<file path="src/rtl/cntr_pkg.sv">
// Shared state codes for the parametrised counter.
// States are plain 3-bit codes rather than an enum so that illegal codes remain representable.
package cntr_pkg;

  localparam int STATE_W = 3;

  typedef logic [STATE_W-1:0] state_t;

  localparam state_t IDLE = 3'b000;
  localparam state_t LOAD = 3'b001;
  localparam state_t INC  = 3'b010;
  localparam state_t DEC  = 3'b011;
  localparam state_t HOLD = 3'b100;

endpackage

</file>
<file path="src/rtl/cntr_param_if.sv">
// Control/data bundle for cntr_param.
// The master drives the load/enable/direction inputs; the slave returns count, state and terminal count.
interface cntr_param_if #(parameter int WIDTH = 8);
  import cntr_pkg::*;

  logic               load;
  logic               en;
  logic               inc;
  logic [WIDTH-1:0]   d_in;
  logic [WIDTH-1:0]   d_out;
  logic [STATE_W-1:0] o_state;
  logic               tc;

  modport master (output load, en, inc, d_in, input  d_out, o_state, tc);
  modport slave  (input  load, en, inc, d_in, output d_out, o_state, tc);

endinterface

</file>
<file path="src/rtl/cntr_ns_logic.sv">
// Combinational next-state logic for cntr_param.
// Every legal state uses the same priority; any illegal code falls back to IDLE.
module cntr_ns_logic
  import cntr_pkg::*;
(
  input  logic   load,
  input  logic   en,
  input  logic   inc,
  input  state_t state,
  output state_t next_state
);

  always_comb begin
    next_state = IDLE;
    if (state <= HOLD) begin
      if (load)     next_state = LOAD;
      else if (!en) next_state = HOLD;
      else if (inc) next_state = INC;
      else          next_state = DEC;
    end
  end

endmodule

</file>
<file path="src/rtl/cntr_param.sv">
// Parametrised loadable up/down counter: registered FSM plus a registered count and tc.
// Define CNTR_SAT_EN to clamp at 0 / 2^WIDTH-1 instead of wrapping.
module cntr_param
  import cntr_pkg::*;
#(
  parameter int WIDTH = 8,
  parameter int STEP  = 1
) (
  input  logic         clk,
  input  logic         reset,
  cntr_param_if.slave  bus
);

  localparam logic [WIDTH:0]   STEP_X = (WIDTH+1)'(STEP);
  localparam logic [WIDTH-1:0] MAX    = '1;

  state_t           state_q, state_d;
  logic [WIDTH-1:0] cnt_q, cnt_d;
  logic             tc_q, tc_d;
  logic [WIDTH:0]   sum, diff;

  cntr_ns_logic u_ns (
    .load       (bus.load),
    .en         (bus.en),
    .inc        (bus.inc),
    .state      (state_q),
    .next_state (state_d)
  );

  // Carry out of the extra top bit flags overflow on add and borrow on subtract.
  assign sum  = {1'b0, cnt_q} + STEP_X;
  assign diff = {1'b0, cnt_q} - STEP_X;

  always_comb begin
    cnt_d = cnt_q;
    tc_d  = 1'b0;
    case (state_q)
      IDLE: cnt_d = '0;
      LOAD: cnt_d = bus.d_in;
      INC: begin
`ifdef CNTR_SAT_EN
        if (sum[WIDTH]) begin
          cnt_d = MAX;
          tc_d  = 1'b1;
        end else begin
          cnt_d = sum[WIDTH-1:0];
          tc_d  = (sum[WIDTH-1:0] == MAX);
        end
`else
        cnt_d = sum[WIDTH-1:0];
        tc_d  = sum[WIDTH] | (sum[WIDTH-1:0] == MAX);
`endif
      end
      DEC: begin
`ifdef CNTR_SAT_EN
        if (diff[WIDTH]) begin
          cnt_d = '0;
          tc_d  = 1'b1;
        end else begin
          cnt_d = diff[WIDTH-1:0];
          tc_d  = (diff[WIDTH-1:0] == '0);
        end
`else
        cnt_d = diff[WIDTH-1:0];
        tc_d  = diff[WIDTH] | (diff[WIDTH-1:0] == '0);
`endif
      end
      HOLD: cnt_d = cnt_q;
      default: cnt_d = '0;
    endcase
  end

  always_ff @(posedge clk or posedge reset) begin
    if (reset) begin
      state_q <= IDLE;
      cnt_q   <= '0;
      tc_q    <= 1'b0;
    end else begin
      state_q <= state_d;
      cnt_q   <= cnt_d;
      tc_q    <= tc_d;
    end
  end

  assign bus.d_out   = cnt_q;
  assign bus.o_state = state_q;
  assign bus.tc      = tc_q;

endmodule

</file>
<file path="src/flat_wrapper.sv">
// flat-port wrapper written by rule: the top's interface ports become plain ports
module cntr_param_flat import cntr_pkg::*;
#(
  parameter int WIDTH = 8,
  parameter int STEP  = 1
)
  (clk, reset, bus_load, bus_en, bus_inc, bus_d_in, bus_d_out, bus_o_state, bus_tc);
  cntr_param_if #(.WIDTH(WIDTH)) bus_i ();
  input  logic clk;
  input  logic reset;
  input wire logic [$bits(bus_i.load)-1:0] bus_load;
  input wire logic [$bits(bus_i.en)-1:0] bus_en;
  input wire logic [$bits(bus_i.inc)-1:0] bus_inc;
  input wire logic [$bits(bus_i.d_in)-1:0] bus_d_in;
  output wire logic [$bits(bus_i.d_out)-1:0] bus_d_out;
  output wire logic [$bits(bus_i.o_state)-1:0] bus_o_state;
  output wire logic [$bits(bus_i.tc)-1:0] bus_tc;
  assign bus_i.load = bus_load;
  assign bus_i.en = bus_en;
  assign bus_i.inc = bus_inc;
  assign bus_i.d_in = bus_d_in;
  assign bus_d_out = bus_i.d_out;
  assign bus_o_state = bus_i.o_state;
  assign bus_tc = bus_i.tc;
  cntr_param #(.WIDTH(WIDTH), .STEP(STEP)) u_core (.clk(clk), .reset(reset), .bus(bus_i));
endmodule
</file>
<file path="config.mk">
export PLATFORM = sky130hd
export DESIGN_NAME = cntr_param_flat
export DESIGN_NICKNAME = d
export VERILOG_FILES = /design/src/rtl/cntr_pkg.sv /design/src/rtl/cntr_param_if.sv /design/src/rtl/cntr_ns_logic.sv /design/src/rtl/cntr_param.sv /design/src/flat_wrapper.sv
export SDC_FILE = /design/constraint.sdc
export NUM_CORES = 1
export LEC_CHECK = 0
export ABC_AREA = 1
export BUFFER_PORTS_ARGS = -buffer_cell sky130_fd_sc_hd__buf_2
export CAP_MARGIN = 0
export CORE_UTILIZATION = 35
export CTS_BUF_LIST = sky130_fd_sc_hd__clkbuf_4
export DETAILED_ROUTE_END_ITERATION = 8
export GPL_TIMING_DRIVEN = 0
export PLACE_DENSITY = 0.63
export SLEW_MARGIN = 25
export SYNTH_ARGS = -nofsm -noshare
export SYNTH_HDL_FRONTEND = slang
export SYNTH_SLANG_ARGS = --single-unit
</file>
<file path="constraint.sdc">
create_clock -name clk -period 1.8 [get_ports clk]
set_clock_uncertainty 0.1 [all_clocks]
set_input_delay 0.09 -clock clk [delete_from_list [all_inputs] [get_ports clk]]
set_output_delay 0.09 -clock clk [all_outputs]
set_load 0.05 [all_outputs]
</file>
* Word-level counts from Yosys, hierarchy flattened *
Index checks and enable logic that the tools add are counted.
Widths: inputs -> output; s select.

operators by class
  $mul = 0
  shift-type cells = 0
  bitwise gates (word level) = 2
  add/sub/neg operators = 2
  divide/modulo/power cells = 0
  muxes and demuxes = 6
  order comparisons = 1
  eq/ne operators = 5
  reductions and logical operators = 1

operators with widths
  kind                 count
  $pmux 8 s4           1
  $add 8x1->9 const B  1
  $mux 3               3
  $sub 8x1->9 const B  1
  $eq 8x8->1 const B   1
  $logic_not 8->1      1
  $eq 3x2->1 const B   2
  $eq 3x1->1 const B   1
  $eq 3x3->1 const B   1
  $le 3x3->1 const B   1
  $or 1x1->1           2
  $pmux 1 s2           1
  $mux 1               1

storage, ports and cells
  output and inout bits = 12
  bits in read-only memories = 0
  logic and storage cells = 20
  memories = 0
  bits in writable memories = 0
  input port bits = 13
  bits in latches = 0
  register bits = 12

* Longest topological paths before layout *
  depth after elaboration = 4
  mapped depth = 11

* Cells and area by module *
A second synthesis with hierarchy kept.

unflattened totals
  cells, all modules = 141
  area total of the unflattened synthesis = 1006.0 um^2

modules (own cells, without submodules)
  module         sequential area each (um^2)  times used  cells an instance  area each (um^2)
  cntr_param     300.3                        1           130                960.9
  cntr_ns_logic  0.0                          1           11                 45.0

* Least setup slack after synthesis *
Ideal clock, no wire load.

  kind = register -> register
  start = register u_core.cnt_q[0], in the netlist u_core.bus.d_out[0]
  end = register u_core.tc_q, in the netlist u_core.bus.tc
  cell stages (with the launch flop) = 12
  path buffers = 0
  data arrival time = 1.768 ns
  clock period less this slack = 1.934 ns
  path slack = -0.134 ns
  cells stage by stage = dfrtp_1 > inv_1 > ha_1 > nand2_1 > nor2_1 > nand2_1 > nand2_1 > nor2_1 > nand3_1 > nand2_1 > nand2_1 > nand2_1

between the ends
  word-level cells in the longest chain between the ends = 4
  elaborated cells between the ends (all ways) = 7

ends and longest elaborated chain
  element                                               RTL line                            text
  start: declaration                                    cntr_param.sv:18                    logic [WIDTH-1:0] cnt_q, cnt_d;
  start signal: assignment                              cntr_param.sv:80                    cnt_q <= cnt_d;
  $add 8x1->9 / $sub 8x1->9 (equally long branches)     cntr_param.sv:31, cntr_param.sv:32
  $eq 8x8->1 / $logic_not 8->1 (equally long branches)  cntr_param.sv:51, cntr_param.sv:65
  $or 1x1->1, on equally long branches                  cntr_param.sv:51, cntr_param.sv:65
  $pmux 1 s2 *                                          cntr_param.sv:37                    case (state_q)
  net u_core.tc_d                                       cntr_param.sv:19                    logic tc_q, tc_d;
  end signal: assignment                                cntr_param.sv:81                    tc_q <= tc_d;
  end: declaration                                      cntr_param.sv:19

The timed path passes the listed nets; every way through them passes the cells marked *.
A chain may end at the register's enable or synchronous reset.

* Final worst setup path *
Ends and elaborated chain as after synthesis.

==> impl_metrics.json <==
{
  "power_frac_clock_pct": 18.6,
  "worst_slew_margin_rel_pct": 38.3,
  "syn-mean-instance-area_um2": 6.86,
  "timing.setup.tns_ns": 0,
  "synth-compound-area-share_pct": 8.92,
  "cell_count_after_synthesis": 139,
  "power_density_nw_per_um2": 784,
  "fin_crit_ns": 1.66,
  "combinationalPowerShare_pct": 48.2,
  "dominant_combinational_cell_family_by_area_after_synthesis": "simple AND/OR/NAND/NOR gates",
  "synth-seq-area-share_pct": 31.5,
  "core_box_area_um2": 2520,
  "die_area_um2": 2940,
  "start_util_pct": 37.8,
  "post_syn_nets": 156,
  "synth_simple_gate_area_share_pct": 43.3,
  "critical_path_endpoint_category": "flop",
  "io_buffer_count": 24,
  "total_switching_power_uw": 458,
  "synthTopCellsByCount": "47 x nand2_1, 15 x nor2_1, 14 x inv_1",
  "critical_path.max_fanout": 6,
  "first_global_vias": 964,
  "layout-drive-gt1-share_pct": 26.5,
  "max-vdd-ir-drop_uv": 487,
  "drc": 0,
  "htree_num_levels": 1,
  "insertion_delay_ns": 0.27,
  "critPathMaxStageDelay_ns": 0.46,
  "synthTopCellsByArea": "dfrtp_1 31%, nand2_1 19%, nand3_1 6.3%, nor2_1 5.9%, inv_1 5.5%",
  "first_pass_iters": 4,
  "mappedNetlistArea_um2": 953,
  "yosys_warnings": 0,
  "report.final.hold_viol_count": 0,
  "worst_r2r_endpoint": "u_core.bus.tc",
  "clk_root_buffer_cell": "clkbuf_4",
  "timing.critical_path.mode_cell": "nand2_1",
  "route.final.wire_length_mm": 2.58,
  "finalPower_uw": 1030,
  "count_of_maximum_capacitance_violations": 0,
  "fin_crit_sh_pct": 92.5,
  "largest_net_degree_at_the_start_of_global_routing": 13,
  "antenna_found_initial": 0,
  "setup.worst_path.start_class": "flop",
  "critPathCapture": "u_core.bus.tc",
  "crit_path_start": "u_core.bus.d_out[0]",
  "wire_length_of_the_first_global_routing_pass_mm": 4.10,
  "crit_chain": "ha_1 -> or2_2 -> nand2_1 -> nor2_1 -> nand2_1 -> nor2_1 -> nand3_1 -> nand2_1 -> nand2_1 -> nand2_1",
  "crit_arrival_ns": 1.72,
  "final_net_count": 203,
  "synth_mux_area_share_pct": 0,
  "clkTransAtPathRegs_ns": 0.08,
  "synth_top_area_share_pct": 31.5,
  "achievable-frequency_mhz": 601,
  "groute.usage.overall_pct": 19.8,
  "outcome": "completed",
  "synth_most_common_cell": "nand2_1",
  "hold_class": "input pin to async pin",
  "io_pins": 25,
  "place.gp.congestion": 0.917,
  "synth-adder-area-share_pct": 5.25,
  "placedCellCount": 193,
  "power.static_leakage_uw": 0.000662,
  "via_per_inst": 5.00,
  "slew_viol_final": 0,
  "crit_path_top_delay_cell": "dfrtp_2",
  "post_layout_nonfiller_instances": 215,
  "r2r_setup_slack_ns": 0.14,
  "rsz0062_at_grt": "false",
  "antenna_violating_nets_post_route": 0,
  "detailedPlacementHpwl_mm": 1.85,
  "synth-edff-count": 0,
  "tightestPinTransition_ns": 0.918,
  "worstPathRequired_ns": 1.86,
  "die-width_um": 54.2,
  "ys_seq_elements": 12,
  "starting_drc_count_in_detailed_routing": 19,
  "grt_remaining_overflow": 0,
  "post_synth_xor_area_fraction_pct": 2.76,
  "synth-main-ff-cell": "dfrtp_1",
  "r2r.worst_path.cells": 10,
  "routed-via-count": 1075,
  "tritoncts": "yes",
  "chipHeight_um": 54.2,
  "floorplan.rows": 18,
  "p_seq_share_pct": 33.2,
  "netlist.top_cell.by_area": "dfrtp_1",
  "netSwitchingFraction_pct": 44.4,
  "worst_reg2reg_path_startpoint": "u_core.bus.d_out[0]",
  "cell_internal_pwr_uw": 573,
  "tritoncts.num_buffers": 3,
  "path_class": "flop to flop",
  "synth-async-reset-ratio_pct": 100,
  "syn_to_final_growth_pct": 38.1,
  "routedWlPerCell_um": 12.0,
  "setup_viol_count_final": 0,
  "clock_sinks": 12,
  "post_synth_num_cell_types": 23,
  "antenna_cells": 0,
  "ctsLongestPathBuffers": 2
}
-- worst min path at each step --
stage	to	from
finish	u_core.bus.o_state[0]	reset
detailed placement	u_core.bus.d_out[5]	reset
global placement	u_core.bus.d_out[5]	reset
floorplan	u_core.bus.d_out[2]	reset
CTS	u_core.bus.o_state[0]	reset
global route	u_core.bus.o_state[0]	reset
-- cells in the final DEF, fill, tap and decap left out, types with 2 or more instances in the layout --
cell type | netlist | final
buf_2 | 0 | 24
buf_4 | 0 | 5
buf_6 | 2 | 2
clkbuf_4 | 0 | 4
dfrtp_1 | 12 | 10
dfrtp_2 | 0 | 2
dlygate4sd3_1 | 0 | 13
ha_1 | 4 | 3
inv_1 | 14 | 13
inv_2 | 1 | 2
nand2_1 | 47 | 47
nand2_2 | 2 | 2
nand3_1 | 12 | 12
nand4_1 | 6 | 6
nor2_1 | 15 | 14
nor2_2 | 2 | 3
nor2_4 | 2 | 2
nor3_1 | 2 | 2
o2111ai_1 | 6 | 6
o21ai_1 | 3 | 3
xor2_1 | 2 | 2
-- per-stage QoR --
step / utilization (%) / setup slack (ns) / hold slack (ns) / area (um2)
after floorplan: - / 0.0842 / -0.145 / 956
after global placement: 44.1 / 0.0884 / 0.0349 / 1110
after detailed placement: 44.1 / 0.0312 / 0.0298 / 1110
after CTS: 50.5 / 0.0155 / 0.275 / 1270
after global routing: 52.2 / 0.0126 / 0.348 / 1320
final: 52.2 / 0.135 / 0.266 / 1320
-- cell type report --
class,count,area (um2)
Fill cell,247,1210
Buffer,2,22.5
Clock buffer,4,30.0
Tap cell,30,37.5
Inverter,15,56.3
Sequential cell,12,303
Multi-Input combinational cell,110,579
Timing Repair Buffer,42,288
-- critical path: cells and delay by family, from the launching register on --
kind / cells / cell delay [ns]
AND/OR/NAND/NOR: 9 / 0.73
adder cells (fa/ha/maj): 1 / 0.25
flip-flops: 1 / 0.46
-- timing repair --
item                       4_1_cts  5_1_grt
hold buffers                    13        0
setup buffers                    0        5
setup endpoints to repair        0        1
hold endpoints to repair        23        0
gates resized for setup          0        3
-- cell families (layout without fill, tap and decap cells) --
logic type | after synthesis | in the layout
compound gates | 12 | 12
buf+inv | 17 | 63
fa+ha+maj | 4 | 4
simple gates | 91 | 91
xor+xnor | 3 | 3
flops | 12 | 12
-- metal layers --
layer  routed length (um)  up-vias  share of wire [%]  GRT usage (%)
met5                    0        -                  0              0
met4                   20        0               0.77           8.55
met3                  128        2                5.0           2.82
met2                 1250       35                 48           33.5
met1                 1180      489                 46           24.8
li1                     -      549                  -              -
-- power groups by stage --
| stage | Clock, uW | Sequential [uW] | Combinational, uW |
|---|---|---|---|
| floorplan | 0 | 448 | 239 |
| global placement | 0 | 350 | 435 |
| detailed placement | 0 | 351 | 438 |
| CTS | 204 | 345 | 461 |
| global route | 214 | 348 | 540 |
| finish | 192 | 343 | 497 |
-- sequential cells by signal, indices dropped and copies added (netlist names) --
name	cells
u_core.bus.d_out	8
u_core.bus.o_state	3
u_core.bus.tc	1
(Power assumes the default switching activity.)
